**config.mk**
```make
export PLATFORM = sky130hd
export DESIGN_NAME = coffee_dispenser_flat
export DESIGN_NICKNAME = d
export VERILOG_FILES = /design/src/rtl/vend_pkg.sv /design/src/rtl/coffee_dispenser_if.sv /design/src/rtl/coffee_dispenser_stage_timer.sv /design/src/rtl/coffee_dispenser.sv /design/src/flat_wrapper.sv
export SDC_FILE = /design/constraint.sdc
export NUM_CORES = 1
export LEC_CHECK = 0
export CORE_MARGIN = 1.5
export CORE_UTILIZATION = 35
export CTS_CLUSTER_DIAMETER = 200
export CTS_CLUSTER_SIZE = 8
export DETAILED_ROUTE_END_ITERATION = 7
export PLACE_DENSITY = 0.59
export SETUP_SLACK_MARGIN = 0.02
export SLEW_MARGIN = 30
export SYNTH_ARGS = -nofsm -noshare
export SYNTH_HDL_FRONTEND = slang
export SYNTH_SLANG_ARGS = --single-unit
```
**constraint.sdc**
```tcl
create_clock -name clk -period 3.8 [get_ports clk]
set_clock_uncertainty 0.2 [all_clocks]
set_input_delay 0.76 -clock clk [delete_from_list [all_inputs] [get_ports clk]]
set_output_delay 0.76 -clock clk [all_outputs]
set_load 0.01 [all_outputs]
```
**src/rtl/vend_pkg.sv**
```systemverilog
// Shared definitions for the vending dispense path: drink codes, dispenser
// state encoding and default stage durations.
package vend_pkg;

  localparam logic [2:0] SEL_NONE  = 3'd0;
  localparam logic [2:0] SEL_PLAIN = 3'd1;
  localparam logic [2:0] SEL_HAZEL = 3'd2;
  localparam logic [2:0] SEL_COCO  = 3'd3;

  typedef enum logic [2:0] {
    DISP_IDLE   = 3'd0,
    DISP_CUP    = 3'd1,
    DISP_WATER  = 3'd2,
    DISP_FLAVOR = 3'd3,
    DISP_DONE   = 3'd4,
    DISP_REJECT = 3'd5
  } disp_state_e;

  localparam int unsigned DEF_CUP_CYCLES    = 4;
  localparam int unsigned DEF_WATER_CYCLES  = 16;
  localparam int unsigned DEF_FLAVOR_CYCLES = 8;
  localparam int unsigned DEF_COUNT_W       = 8;

  function automatic logic sel_valid(input logic [2:0] sel);
    return (sel == SEL_PLAIN) || (sel == SEL_HAZEL) || (sel == SEL_COCO);
  endfunction

endpackage

```
**src/rtl/coffee_dispenser_if.sv**
```systemverilog
// Four-phase dispense handshake between the vend controller (master) and the
// dispenser (slave).
interface coffee_dispenser_if;
  logic       dispense;
  logic [2:0] coffee_select;
  logic       dispense_done;
  logic       error;

  modport master (output dispense, coffee_select, input dispense_done, error);
  modport slave  (input dispense, coffee_select, output dispense_done, error);
endinterface

```
**src/rtl/coffee_dispenser_stage_timer.sv**
```systemverilog
// Shared stage down-counter: loads a duration, counts to zero and holds there.
module stage_timer #(
  parameter int unsigned COUNT_W = 8
) (
  input  logic               clk,
  input  logic               reset,
  input  logic               load,
  input  logic [COUNT_W-1:0] load_value,
  output logic [COUNT_W-1:0] value,
  output logic               expired
);

  // NOTE: clocked state uses non-blocking assignments so every register
  // samples pre-edge values regardless of block ordering.
  always_ff @(posedge clk) begin
    if (reset) begin
      value <= '0;
    end else if (load) begin
      value <= load_value;
    end else if (value != '0) begin
      value <= value - 1'b1;
    end
  end

  assign expired = (value == '0);

endmodule

```
**src/rtl/coffee_dispenser.sv**
```systemverilog
// Dispenser-side responder: timed cup/water/flavour sequence with a four-phase
// done handshake. Define DISPENSE_STATS_EN to add the cups_served counter.
module coffee_dispenser
  import vend_pkg::*;
#(
  parameter int unsigned CUP_CYCLES    = DEF_CUP_CYCLES,
  parameter int unsigned WATER_CYCLES  = DEF_WATER_CYCLES,
  parameter int unsigned FLAVOR_CYCLES = DEF_FLAVOR_CYCLES,
  parameter int unsigned COUNT_W       = DEF_COUNT_W
) (
  input  logic                clk,
  input  logic                reset,
  coffee_dispenser_if.slave   disp,
  output logic                cup_drop,
  output logic                water_valve,
  output logic [1:0]          flavor_valve,
  output logic                busy
`ifdef DISPENSE_STATS_EN
  ,
  output logic [15:0]         cups_served
`endif
);

  localparam logic [2:0] ST_IDLE   = DISP_IDLE;
  localparam logic [2:0] ST_CUP    = DISP_CUP;
  localparam logic [2:0] ST_WATER  = DISP_WATER;
  localparam logic [2:0] ST_FLAVOR = DISP_FLAVOR;
  localparam logic [2:0] ST_DONE   = DISP_DONE;
  localparam logic [2:0] ST_REJECT = DISP_REJECT;

  localparam logic [COUNT_W-1:0] CUP_LOAD    = COUNT_W'(CUP_CYCLES - 1);
  localparam logic [COUNT_W-1:0] WATER_LOAD  = COUNT_W'(WATER_CYCLES - 1);
  localparam logic [COUNT_W-1:0] FLAVOR_LOAD = COUNT_W'(FLAVOR_CYCLES - 1);

  logic [2:0]         state, state_d;
  logic [2:0]         sel_q;
  logic               latch_sel;
  logic               timer_load;
  logic [COUNT_W-1:0] timer_load_value;
  logic [COUNT_W-1:0] timer_value;
  logic               timer_expired;

  stage_timer #(.COUNT_W(COUNT_W)) u_timer (
    .clk        (clk),
    .reset      (reset),
    .load       (timer_load),
    .load_value (timer_load_value),
    .value      (timer_value),
    .expired    (timer_expired)
  );

  // Only the expiry flag steers sequencing; the raw count is not needed here.
  logic unused_timer_value;
  assign unused_timer_value = ^timer_value;

  // NOTE: every always_comb output gets a default first so no path can
  // leave it unassigned and infer a latch.
  always_comb begin
    state_d          = state;
    latch_sel        = 1'b0;
    timer_load       = 1'b0;
    timer_load_value = '0;
    case (state)
      ST_IDLE: begin
        if (disp.dispense) begin
          if (sel_valid(disp.coffee_select)) begin
            state_d          = ST_CUP;
            latch_sel        = 1'b1;
            timer_load       = 1'b1;
            timer_load_value = CUP_LOAD;
          end else begin
            state_d = ST_REJECT;
          end
        end
      end
      ST_CUP: begin
        if (!disp.dispense) begin
          state_d = ST_IDLE;
        end else if (timer_expired) begin
          state_d          = ST_WATER;
          timer_load       = 1'b1;
          timer_load_value = WATER_LOAD;
        end
      end
      ST_WATER: begin
        if (!disp.dispense) begin
          state_d = ST_IDLE;
        end else if (timer_expired) begin
          if (sel_q == SEL_PLAIN) begin
            state_d = ST_DONE;
          end else begin
            state_d          = ST_FLAVOR;
            timer_load       = 1'b1;
            timer_load_value = FLAVOR_LOAD;
          end
        end
      end
      ST_FLAVOR: begin
        if (!disp.dispense) begin
          state_d = ST_IDLE;
        end else if (timer_expired) begin
          state_d = ST_DONE;
        end
      end
      ST_DONE, ST_REJECT: begin
        if (!disp.dispense) state_d = ST_IDLE;
      end
      default: state_d = ST_IDLE;
    endcase
  end

  // Outputs are registered decodes of the current state, so each stage shows
  // on the pins one cycle after the state is entered.
  always_ff @(posedge clk) begin
    if (reset) begin
      state              <= ST_IDLE;
      sel_q              <= SEL_NONE;
      cup_drop           <= 1'b0;
      water_valve        <= 1'b0;
      flavor_valve       <= 2'b00;
      busy               <= 1'b0;
      disp.dispense_done <= 1'b0;
      disp.error         <= 1'b0;
    end else begin
      state <= state_d;
      if (latch_sel) sel_q <= disp.coffee_select;
      cup_drop           <= (state == ST_CUP);
      water_valve        <= (state == ST_WATER);
      flavor_valve       <= (state != ST_FLAVOR) ? 2'b00 :
                            (sel_q == SEL_HAZEL) ? 2'b01 : 2'b10;
      busy               <= (state != ST_IDLE);
      disp.dispense_done <= (state == ST_DONE) || (state == ST_REJECT);
      disp.error         <= (state == ST_REJECT);
    end
  end

`ifdef DISPENSE_STATS_EN
  always_ff @(posedge clk) begin
    if (reset) begin
      cups_served <= '0;
    end else if (state_d == ST_DONE && state != ST_DONE && cups_served != 16'hFFFF) begin
      cups_served <= cups_served + 16'd1;
    end
  end
`endif

endmodule

```
**src/flat_wrapper.sv**
```systemverilog
// flat-port wrapper written by rule: the top's interface ports become plain ports
module coffee_dispenser_flat import vend_pkg::*;
#(
  parameter int unsigned CUP_CYCLES    = DEF_CUP_CYCLES,
  parameter int unsigned WATER_CYCLES  = DEF_WATER_CYCLES,
  parameter int unsigned FLAVOR_CYCLES = DEF_FLAVOR_CYCLES,
  parameter int unsigned COUNT_W       = DEF_COUNT_W
)
  (clk, reset, cup_drop, water_valve, flavor_valve, busy, disp_dispense, disp_coffee_select, disp_dispense_done, disp_error);
  coffee_dispenser_if disp_i ();
  input  logic clk;
  input  logic reset;
  output logic cup_drop;
  output logic water_valve;
  output logic [1:0] flavor_valve;
  output logic busy;
  input wire logic [$bits(disp_i.dispense)-1:0] disp_dispense;
  input wire logic [$bits(disp_i.coffee_select)-1:0] disp_coffee_select;
  output wire logic [$bits(disp_i.dispense_done)-1:0] disp_dispense_done;
  output wire logic [$bits(disp_i.error)-1:0] disp_error;
  assign disp_i.dispense = disp_dispense;
  assign disp_i.coffee_select = disp_coffee_select;
  assign disp_dispense_done = disp_i.dispense_done;
  assign disp_error = disp_i.error;
  coffee_dispenser #(.CUP_CYCLES(CUP_CYCLES), .WATER_CYCLES(WATER_CYCLES), .FLAVOR_CYCLES(FLAVOR_CYCLES), .COUNT_W(COUNT_W)) u_core (.clk(clk), .reset(reset), .disp(disp_i), .cup_drop(cup_drop), .water_valve(water_valve), .flavor_valve(flavor_valve), .busy(busy));
endmodule
```
Yosys cells after proc, flatten, opt, wreduce, memory -nomap -nowiden
Cells that the tools add are included.
{"block": "word_totals", "register_bits": 21, "in_bits": 6, "out_inout_bits": 7}
{"block": "op_classes", "reduce_logical": 11, "n_eq_ne": 16, "mux": 31, "n_addsub": 1}
{"cell": "8-bit 2-to-1 mux", "count": 6}
{"cell": "3-bit 2-to-1 mux", "count": 11}
{"cell": "8-bit case mux with 3 select lines", "count": 1}
{"cell": "3-bit by 2-bit equality test with 1-bit output (second input constant)", "count": 5}
{"cell": "3-bit case mux with 5 select lines", "count": 1}
{"cell": "3-bit by 2-bit inequality test with 1-bit output (second input constant)", "count": 4}
{"cell": "3-bit by 1-bit equality test with 1-bit output (second input constant)", "count": 3}
{"cell": "8-bit zero test", "count": 1}
{"cell": "1-bit 2-to-1 mux", "count": 8}
{"cell": "8-bit nonzero test", "count": 1}
{"cell": "8-bit by 1-bit subtractor with 8-bit output (second input constant)", "count": 1}
{"cell": "3-bit equality test (second input constant)", "count": 2}
{"cell": "5-bit AND reduction", "count": 1}
{"cell": "2-bit 2-to-1 mux", "count": 2}
{"cell": "4-bit 2-to-1 mux", "count": 1}
{"cell": "2-bit inequality test (second input constant)", "count": 2}
{"cell": "2-bit OR reduction", "count": 2}
{"cell": "3-bit zero test", "count": 1}
{"cell": "1-bit logical OR", "count": 3}
{"cell": "1-bit case mux with 3 select lines", "count": 1}
{"cell": "3-bit nonzero test", "count": 1}
{"cell": "2-bit nonzero test", "count": 1}

Longest topological paths before layout
Gate-level depths: netlist (run 1).
{"block": "depth", "word_depth": 7, "ltp_mapped": 6, "mapped_depth_nobuf": 6}

Hierarchy
From an unflattened synthesis (run 1), not the netlist that was laid out.
{"block": "unflattened", "cells_unflattened": 114, "area_unflattened_um2": 1068.5}
{"module": "coffee_dispenser", "area_per_inst_um2": 593.1, "n_inst": 1, "cells_each": 61}
{"module": "stage_timer", "area_per_inst_um2": 475.5, "n_inst": 1, "cells_each": 53}

Worst setup path before layout (run 1)
OpenSTA, ideal clock, no wires.
{"block": "synth_timing", "path_kind": "input to register", "startpoint": "input disp_coffee_select[2]", "endpoint": "register u_core.u_timer.value[1]", "t_arrival_ns": 1.720, "setup_ns": 0.095, "stages": 5, "slack_ns": 1.785, "cell_sequence": "o21bai_1 > nor4_1 > buf_2 > nor3_1 > a221oi_1"}
{"block": "synth_via", "elab_chain_cells": 7, "word_cells_on_any_way": 13}
{"item": "start, declared", "line_no": "flat_wrapper.sv:18", "text": "input wire logic [$bits(disp_i.coffee_select)-1:0] disp_coffee_select;"}
{"item": "3-bit by 1-bit equality test with 1-bit output or 3-bit by 2-bit equality test with 1-bit output (tied branches)", "line_no": "vend_pkg.sv:25", "text": "return (sel == SEL_PLAIN) || (sel == SEL_HAZEL) || (sel == SEL_COCO);"}
{"item": "1-bit logical OR", "line_no": "vend_pkg.sv:25"}
{"item": "1-bit logical OR *", "line_no": "vend_pkg.sv:25"}
{"item": "2-bit 2-to-1 mux or 1-bit 2-to-1 mux (tied branches)", "line_no": "coffee_dispenser.sv:66", "text": "if (sel_valid(disp.coffee_select)) begin"}
{"item": "8-bit 2-to-1 mux or 1-bit 2-to-1 mux (tied branches)", "line_no": "coffee_dispenser.sv:65", "text": "if (disp.dispense) begin"}
{"item": "8-bit case mux with 3 select lines or 1-bit case mux with 3 select lines (tied branches)", "line_no": "coffee_dispenser.sv:63", "text": "case (state)"}
{"item": "8-bit 2-to-1 mux or 2-bit nonzero test (tied branches)"}
{"item": "end signal, assigned", "line_no": "coffee_dispenser_stage_timer.sv:19", "text": "value <= load_value;"}
{"item": "end signal, assigned", "line_no": "coffee_dispenser_stage_timer.sv:21", "text": "value <= value - 1'b1;"}
{"item": "end, declared", "line_no": "coffee_dispenser_stage_timer.sv:9", "text": "output logic [COUNT_W-1:0] value,"}
Every way passes the cells marked *; elsewhere a longest branch is shown, timed or not.
A chain may end at the register's enable or synchronous reset.

Final worst setup path (run 1)
{"block": "layout_timing", "startpoint": "input disp_dispense", "endpoint": "register u_core.u_timer.value[1]"}
{"block": "layout_via", "elab_chain_cells": 3, "word_cells_on_any_way": 10}
{"item": "start, declared", "line_no": "flat_wrapper.sv:17", "text": "input wire logic [$bits(disp_i.dispense)-1:0] disp_dispense;"}
{"item": "8-bit 2-to-1 mux (tied with other cells)", "line_no": "coffee_dispenser.sv:86", "text": "if (!disp.dispense) begin"}
{"item": "8-bit case mux with 3 select lines or 1-bit case mux with 3 select lines (tied branches)", "line_no": "coffee_dispenser.sv:63"}
{"item": "8-bit 2-to-1 mux or 2-bit nonzero test (tied branches)"}
Several ways; a longest one is shown, not always the timed one.

==> flow_summary.json, run 1 <==
{
  "status": "finished clean",
  "tns_ns": 0,
  "via_per_inst": 5.36,
  "synth-async-reset-ratio": 0,
  "grt_max_degree": 20,
  "avgSynthCellArea_um2": 9.41,
  "htreeDepth": 1,
  "use_met3": 0.0484,
  "wl_per_cell_um": 12.4,
  "nets": 126,
  "tightest_slew_ns": 0.693,
  "layout_min_cycle_time_ns": 2.29,
  "vdd_ir_drop_max_mv": 0.445,
  "hold_ws_ns": 0.315,
  "yosys.cell_types.count": 38,
  "die_h_um": 56.4,
  "slew_violations": 0,
  "dr.pass1.iters": 4,
  "gr-usage-all-layers": 0.126,
  "max_cap_viol_count": 0,
  "power.total_uw": 831,
  "busiest_layer": "met2",
  "yosysWarnings": 0,
  "place_congestion": 0.707,
  "cp_num_buf_inv": 2,
  "first_global_vias": 712,
  "root_buffer": "clkbuf_4",
  "cts.sinks": 21,
  "path_cells": "clkdlybuf4s50_1 -> nand2b_4 -> nor4_1 -> buf_4 -> nor2_1 -> a221oi_1",
  "finalCritPeriodShare": 0.604,
  "dpl.hpwl_mm": 1.35,
  "clock_path_buffers": 2,
  "synth_cells": 106,
  "required_ns": 3.80,
  "dpl-instance-area_um2": 1140,
  "min_from": "u_core.sel_q[2]",
  "finalHoldViolations": 0,
  "insertion_delay_ns": 0.30,
  "initialDrtViolationCount": 12,
  "cts_hold_buf": 0,
  "synth.top_cell.area_share": 0.422,
  "holdCritPathClass": "reg -> reg",
  "die_area_um2": 3180,
  "synth-main-ff-cell": "dfxtp_1",
  "port_buffers": 12,
  "ant_nets": 0,
  "row_count": 19,
  "yosys.area.top_type": "dfxtp_1",
  "grt_pass1_wl_mm": 3.18,
  "synth_edf_count": 0,
  "setup.worst_path.start": "disp_dispense",
  "grtUsageMet2": 0.208,
  "crit_type": "in -> reg",
  "totalWireLength_mm": 1.84,
  "antenna_found_initial": 0,
  "die_w_um": 56.4,
  "yosysMostFrequentCell": "dfxtp_1",
  "crit_slowest_cell": "clkdlybuf4s50_1",
  "cellPowerDensity_nw_per_um2": 714,
  "min_to": "u_core.sel_q[2]",
  "initial_core_util": 0.365,
  "core_um2": 2730,
  "post-cts-setup-buffers": 0,
  "syn_area_um2": 997,
  "numCtsBuffers": 3,
  "reg2regPathDepth": 6,
  "timing.rr.start": "u_core.u_timer.value[0]",
  "whs_path_depth": 1,
  "gr-usage-met1": 0.159,
  "cts_tree": "done",
  "setup_viol": 0,
  "crit_arrival_ns": 2.29,
  "fin_area_um2": 1160,
  "nFillCells": 275,
  "antenna_cells": 0,
  "critPathMaxStageDelay_ns": 0.65,
  "rsz0062_at_grt": "false",
  "ys_top_cells_by_count": "21 x dfxtp_1, 14 x nor3_1, 10 x nor2_1, 5 x nor3b_1",
  "end_kind": "register",
  "cp-start-kind": "input pin",
  "drive_gt1_frac": 0.111,
  "ys_ff_latch": 21,
  "rrSetupSlack_ns": 1.68,
  "timing.rr.end": "u_core.state[0]",
  "dr_total_vias": 793,
  "leakage_uw": 0.000432,
  "ys_seq_area_frac": 0.422,
  "post-place-cells": 144,
  "cp_top_family": "buffers and inverters",
  "syn_to_final_growth_pct": 16.8,
  "synth_area_leaders": "dfxtp_1 42%, nor3_1 7.0%, mux2i_1 4.0%",
  "grt.overflow.total": 0,
  "clk_pin_slew_ns": 0.12,
  "syn_nets": 114,
  "max_freq_mhz": 436,
  "io_pins": 13,
  "ctsResizeCount": 0,
  "drc": 0,
  "slew_headroom": 0.536,
  "stdcell_count": 148,
  "path_max_fanout": 11
}
==> layout by cell type (no fill, tap or decap), types with 2 or more instances in the layout <==
| master | instances |
|---|---|
| a211oi_1 | 2 |
| nor4_1 | 2 |
| nand2b_1 | 4 |
| mux2i_1 | 4 |
| clkdlybuf4s50_1 | 12 |
| mux2_1 | 2 |
| ha_1 | 2 |
| nor3b_1 | 5 |
| clkbuf_4 | 3 |
| nor2b_1 | 2 |
| nor2_1 | 10 |
| dfxtp_1 | 21 |
| nor3_1 | 14 |
| a21oi_1 | 4 |
| inv_1 | 3 |
| o22ai_1 | 2 |
| nand2_1 | 2 |
| xnor2_1 | 2 |
==> worst max path at each step <==
stage                     slack (ns)                      end  cells past startpoint
after floorplan                 1.79  u_core.u_timer.value[1]                      5
after global placement          1.22  u_core.u_timer.value[1]                      6
after detailed placement        1.20  u_core.u_timer.value[1]                      6
after CTS                       1.49  u_core.u_timer.value[1]                      6
after global routing            1.39  u_core.u_timer.value[1]                      6
final                           1.51  u_core.u_timer.value[1]                      6
==> sequential cells by signal, summed over array words and instances, names as in the netlist <==
signal and flops:
u_core.disp.dispense_done 1, u_core.state 3, u_core.disp.error 1, u_core.water_valve 1, u_core.sel_q 3, u_core.cup_drop 1, u_core.busy 1, u_core.flavor_valve 2
u_core.u_timer.value 8
==> per-layer routing <==
| metal | vias up | part of all wire |
|---|---|---|
| met5 | - | 0 |
| met4 | 0 | 0.0054 |
| met3 | 2 | 0.032 |
| met2 | 14 | 0.49 |
| met1 | 361 | 0.47 |
| li1 | 416 | - |
==> through the flow <==
stage	utilization	setup WS (ns)
after floorplan	-	1.79
after global placement	0.416	1.22
after detailed placement	0.416	1.20
after CTS	0.426	1.49
after global routing	0.426	1.39
final	0.426	1.51
==> power by group <==
group	switching, uW	leakage, uW	internal (uW)	total [uW]
registers	68.6	0.000172	275	344
clock network	66.4	0.0000177	39.2	106
logic	186	0.000242	196	382
total	321	0.000432	511	831
==> area by class of cell <==
class                           count  area, um^2  area share
Inverter                            3        11.3     0.00967
Multi-Input combinational cell     76         539       0.463
Clock buffer                        3        22.5      0.0193
Sequential cell                    21         420       0.361
Clock inverter                      1        5.00     0.00430
Timing Repair Buffer               13         128       0.110
Tap cell                           31        38.8      0.0333
==> logic make-up after synthesis <==
kind of cell / after synthesis / synth area share
AND/OR/NAND/NOR: 49 / 0.307
flip-flops: 21 / 0.422
AO/OA/AOI/OAI: 17 / 0.128
buffers and inverters: 9 / 0.0376
multiplexers: 6 / 0.0627
XOR/XNOR: 2 / 0.0176
adder cells (fa/ha/maj): 2 / 0.0251
Power figures use the tool's default switching activity.
==> inputs of run 2 (changes only) <==
==> constraint.sdc (replaced) <==
create_clock -name clk -period 2.3 [get_ports clk]
set_clock_uncertainty 0.2 [all_clocks]
set_input_delay 0.46 -clock clk [delete_from_list [all_inputs] [get_ports clk]]
set_output_delay 0.46 -clock clk [all_outputs]
set_load 0.01 [all_outputs]
==> flow_summary.json, run 2 (same netlist as run 1, synthesis figures left out) <==
{
  "status": "finished clean",
  "antenna_cells": 0,
  "power.total_uw": 1390,
  "crit_arrival_ns": 2.14,
  "initial_core_util": 0.365,
  "ant_nets": 0,
  "setup.worst_path.start": "u_core.u_timer.value[0]",
  "dr_total_vias": 796,
  "largest_register_ffs": 8,
  "grt.overflow.total": 0,
  "gr-usage-all-layers": 0.127,
  "root_buffer": "clkbuf_4",
  "cts_tree": "done",
  "grt_pass1_wl_mm": 3.18,
  "path_max_fanout": 5,
  "largestRegisters": "u_core.u_timer.value x8, u_core.sel_q x3, u_core.state x3",
  "crit_slowest_cell": "dfxtp_1",
  "antenna_found_initial": 0,
  "die_area_um2": 3180,
  "critPathMaxStageDelay_ns": 0.41,
  "regMostFlops": "u_core.u_timer.value",
  "tightest_slew_ns": 0.379,
  "syn_to_final_growth_pct": 18.3,
  "drc": 0,
  "final_cell_mix": "21 x dfxtp_1, 14 x nor3_1, 12 x clkdlybuf4s50_1",
  "nets": 128,
  "cts_hold_buf": 0,
  "via_per_inst": 5.31,
  "power_frac_seq": 0.408,
  "numCtsBuffers": 3,
  "cts.sinks": 21,
  "dpl.hpwl_mm": 1.43,
  "cellPowerDensity_nw_per_um2": 1180,
  "max_cap_viol_count": 0,
  "first_global_vias": 707,
  "row_count": 19,
  "die_w_um": 56.4,
  "timing.rr.start": "u_core.u_timer.value[0]",
  "clock_path_buffers": 2,
  "grt_max_degree": 13,
  "holdCritPathClass": "reg -> reg",
  "core_um2": 2730,
  "p_sw_uw": 542,
  "slew_violations": 0,
  "power_frac_comb": 0.465,
  "tns_ns": 0,
  "wl_per_cell_um": 12.4,
  "layout_min_cycle_time_ns": 2.14,
  "clockPowerShare": 0.127,
  "mostFrequentLayoutCell": "dfxtp_1",
  "ctsResizeCount": 0,
  "finalHoldViolations": 0,
  "required_ns": 2.30,
  "fin_area_um2": 1180,
  "max_freq_mhz": 468,
  "leakage_uw": 0.000442,
  "dpl-instance-area_um2": 1150,
  "insertion_delay_ns": 0.30,
  "end_kind": "register",
  "totalWireLength_mm": 1.86,
  "swShare": 0.390,
  "clk_pin_slew_ns": 0.12,
  "io_pins": 13,
  "min_from": "u_core.sel_q[2]",
  "setup_viol": 0,
  "internal-power_uw": 846,
  "htreeDepth": 1,
  "place_congestion": 0.768,
  "cp-start-kind": "register",
  "port_buffers": 12,
  "dr.pass1.iters": 4,
  "crit_type": "reg -> reg",
  "slew_headroom": 0.747,
  "vdd_ir_drop_max_mv": 0.760,
  "finalCritPeriodShare": 0.930,
  "post-cts-setup-buffers": 0,
  "initialDrtViolationCount": 20,
  "drive_gt1_frac": 0.126,
  "path_cells": "inv_1 -> ha_1 -> nor4b_4 -> and2_2 -> o32a_1 -> mux2_1",
  "rsz0062_at_grt": "false",
  "die_h_um": 56.4
}
-- run 2: cell types whose count changed in the layout (fill, tap and decap cells not counted), sizes merged --
cell,before,now
buf,1,3
-- run 2: power by group through the flow --
stage	registers (uW)	logic (uW)	clock network (uW)
3_3_place_gp	576	629	0
2_1_floorplan	536	535	0
4_1_cts	566	649	187
3_5_place_dp	574	646	0
6_report	567	646	176
5_1_grt	587	710	203
-- run 2: routing by layer --
| metal | part of all wire | track usage | up-vias |
|---|---|---|---|
| met2 | 0.49 | 0.208 | 14 |
| met5 | 0 | 0 | - |
| met3 | 0.045 | 0.0507 | 2 |
| met4 | 0.0059 | 0.0204 | 0 |
| met1 | 0.46 | 0.160 | 366 |
| li1 | - | - | 414 |
-- run 2: critical path, delay by kind of cell, from the launching register on --
kind                     cells  cell delay [ns]
AND/OR/NAND/NOR              2             0.39
AO/OA/AOI/OAI                1             0.39
adder cells (fa/ha/maj)      1             0.24
multiplexers                 1             0.32
buffers and inverters        1             0.08
flip-flops                   1             0.41
-- run 2: path summary, 6_finish.rpt --
| path | end | slack, ns | cells past startpoint |
|---|---|---|---|
| max | u_core.state[0] | 0.16 | 6 |
| min | u_core.sel_q[2] | 0.30 | 1 |
| min reg2reg | u_core.sel_q[2] | 0.30 | 1 |
| max reg2reg | u_core.state[0] | 0.16 | 6 |
-- run 2: through the flow --
step,worst slack (ns),hold WS [ns],utilization,cells
6_report,0.161,0.297,0.432,150
5_1_grt,0.0657,0.318,0.432,150
2_1_floorplan,0.327,0.271,-,106
3_3_place_gp,0.0324,0.281,0.422,146
4_1_cts,0.167,0.302,0.432,150
3_5_place_dp,0.0106,0.284,0.422,146
-- run 2: cell type report --
cell class | count | area [um^2]
fillers | 279 | 1550
clock inverters | 1 | 5.00
inverters | 3 | 11.3
repair buffers | 15 | 143
clock buffers | 3 | 22.5
well taps | 31 | 38.8
multi-input cells | 76 | 539
flip-flops and latches | 21 | 420
==> inputs of run 3 (changes only) <==
--- a/config.mk
+++ b/config.mk
@@ -5,7 +5,7 @@
 export SDC_FILE = /design/constraint.sdc
 export NUM_CORES = 1
 export LEC_CHECK = 0
-export CORE_MARGIN = 1.5
+export CORE_MARGIN = 1
 export CORE_UTILIZATION = 35
 export CTS_CLUSTER_DIAMETER = 200
 export CTS_CLUSTER_SIZE = 8
==> flow_summary.json, run 3 (same netlist as run 1, synthesis figures left out) <==
{
  "drc": 0,
  "nets": 129,
  "ctsResizeCount": 0,
  "crit_type": "reg -> reg",
  "cp-start-kind": "register",
  "required_ns": 2.30,
  "rsz0062_at_grt": "false",
  "hold_ws_ns": 0.301,
  "row_count": 18,
  "layout_min_cycle_time_ns": 2.12,
  "setup_viol": 0,
  "slew_violations": 0,
  "die_w_um": 55.4,
  "mostFrequentLayoutCell": "dfxtp_1",
  "drive_gt1_frac": 0.133,
  "clockPowerShare": 0.126,
  "max_cap_viol_count": 0,
  "power_frac_comb": 0.464,
  "cellPowerDensity_nw_per_um2": 1170,
  "root_buffer": "clkbuf_4",
  "grt.overflow.total": 0,
  "max_freq_mhz": 471,
  "vdd_ir_drop_max_mv": 0.705,
  "cts_tree": "done",
  "post-cts-setup-buffers": 0,
  "port_buffers": 12,
  "nFillCells": 258,
  "cts.sinks": 21,
  "end_kind": "register",
  "initial_core_util": 0.385,
  "regMostFlops": "u_core.u_timer.value",
  "rrSetupSlack_ns": 0.18,
  "wl_per_cell_um": 12.3,
  "largestRegisters": "u_core.u_timer.value x8, u_core.sel_q x3, u_core.state x3",
  "antenna_cells": 0,
  "die_area_um2": 3070,
  "htreeDepth": 1,
  "cts_hold_buf": 0,
  "status": "finished clean",
  "numCtsBuffers": 3,
  "slew_headroom": 0.733,
  "initialDrtViolationCount": 13,
  "p_sw_uw": 543,
  "antenna_found_initial": 0,
  "swShare": 0.390,
  "internal-power_uw": 849,
  "crit_arrival_ns": 2.13,
  "path_max_fanout": 5,
  "totalWireLength_mm": 1.85,
  "grt_pass1_wl_mm": 3.19,
  "via_per_inst": 5.41,
  "holdCritPathClass": "reg -> reg",
  "setup_ws_ns": 0.178,
  "clock_path_buffers": 2,
  "place_congestion": 0.839,
  "power_frac_seq": 0.410,
  "dpl.hpwl_mm": 1.40,
  "ant_nets": 0,
  "clk_pin_slew_ns": 0.12,
  "first_global_vias": 758,
  "largest_register_ffs": 8,
  "finalHoldViolations": 0,
  "syn_to_final_growth_pct": 18.9,
  "dr_total_vias": 811,
  "final_cell_mix": "21 x dfxtp_1, 14 x nor3_1, 12 x clkdlybuf4s50_1",
  "tightest_slew_ns": 0.400,
  "pre_cts_slack_ns": -0.0390,
  "core_um2": 2590,
  "dr.pass1.iters": 4,
  "gr-usage-all-layers": 0.130,
  "insertion_delay_ns": 0.30,
  "leakage_uw": 0.000447,
  "finalCritPeriodShare": 0.922,
  "die_h_um": 55.4,
  "io_pins": 13,
  "grt_max_degree": 13
}
run 3: changes by cell type in the layout (fill, tap and decap cells not counted), sizes merged:
cell and delta:
buf +1
run 3: per-layer routing:
metal | vias to the layer above | GRT usage | routed length, um
met5 | - | 0 | 0
met4 | 0 | 0.0321 | 10
met3 | 2 | 0.0492 | 59
met2 | 12 | 0.215 | 881
met1 | 380 | 0.157 | 901
li1 | 417 | - | -
run 3: through the flow:
stage | power, uW | setup TNS (ns) | cell area (um^2) | instances | utilization
after floorplan | 1070 | 0 | 997 | 106 | -
after global routing | 1510 | 0 | 1190 | 150 | 0.458
after global placement | 1220 | 0 | 1160 | 146 | 0.447
after CTS | 1410 | 0 | 1190 | 150 | 0.458
final | 1390 | 0 | 1190 | 150 | 0.458
after detailed placement | 1220 | -0.0390 | 1160 | 146 | 0.447
run 3: path summary, 6_finish.rpt:
path | from | endpoint | depth (start not counted)
hold reg to reg | u_core.sel_q[2] | u_core.sel_q[2] | 1
setup reg to reg | u_core.u_timer.value[0] | u_core.state[0] | 6
hold / removal | u_core.sel_q[2] | u_core.sel_q[2] | 1
setup / recovery | u_core.u_timer.value[0] | u_core.state[0] | 6
run 3: final cells by class:
cell class / count / area (um^2) / area share
inverter: 3 / 11.3 / 0.00949
tap: 30 / 37.5 / 0.0316
multi-input combinational: 76 / 539 / 0.455
clock inverter: 1 / 5.00 / 0.00422
clock buffer: 3 / 22.5 / 0.0190
sequential: 21 / 420 / 0.354
timing repair buffer: 16 / 150 / 0.127
run 3: critical path, cell delays in order, from the launching register on:
cell and delay, ns:
dfxtp_1 0.42, inv_1 0.09, ha_1 0.23, nor4b_4 0.16, and2_2 0.22, o32a_1 0.39
mux2_1 0.31
run 3: power groups by stage:
| stage | Clock (uW) | Sequential [uW] | Combinational (uW) |
|---|---|---|---|
| 2_1_floorplan | 0 | 536 | 535 |
| 3_3_place_gp | 0 | 577 | 642 |
| 3_5_place_dp | 0 | 575 | 647 |
| 4_1_cts | 187 | 567 | 651 |
| 5_1_grt | 205 | 581 | 720 |
| 6_report | 176 | 570 | 646 |
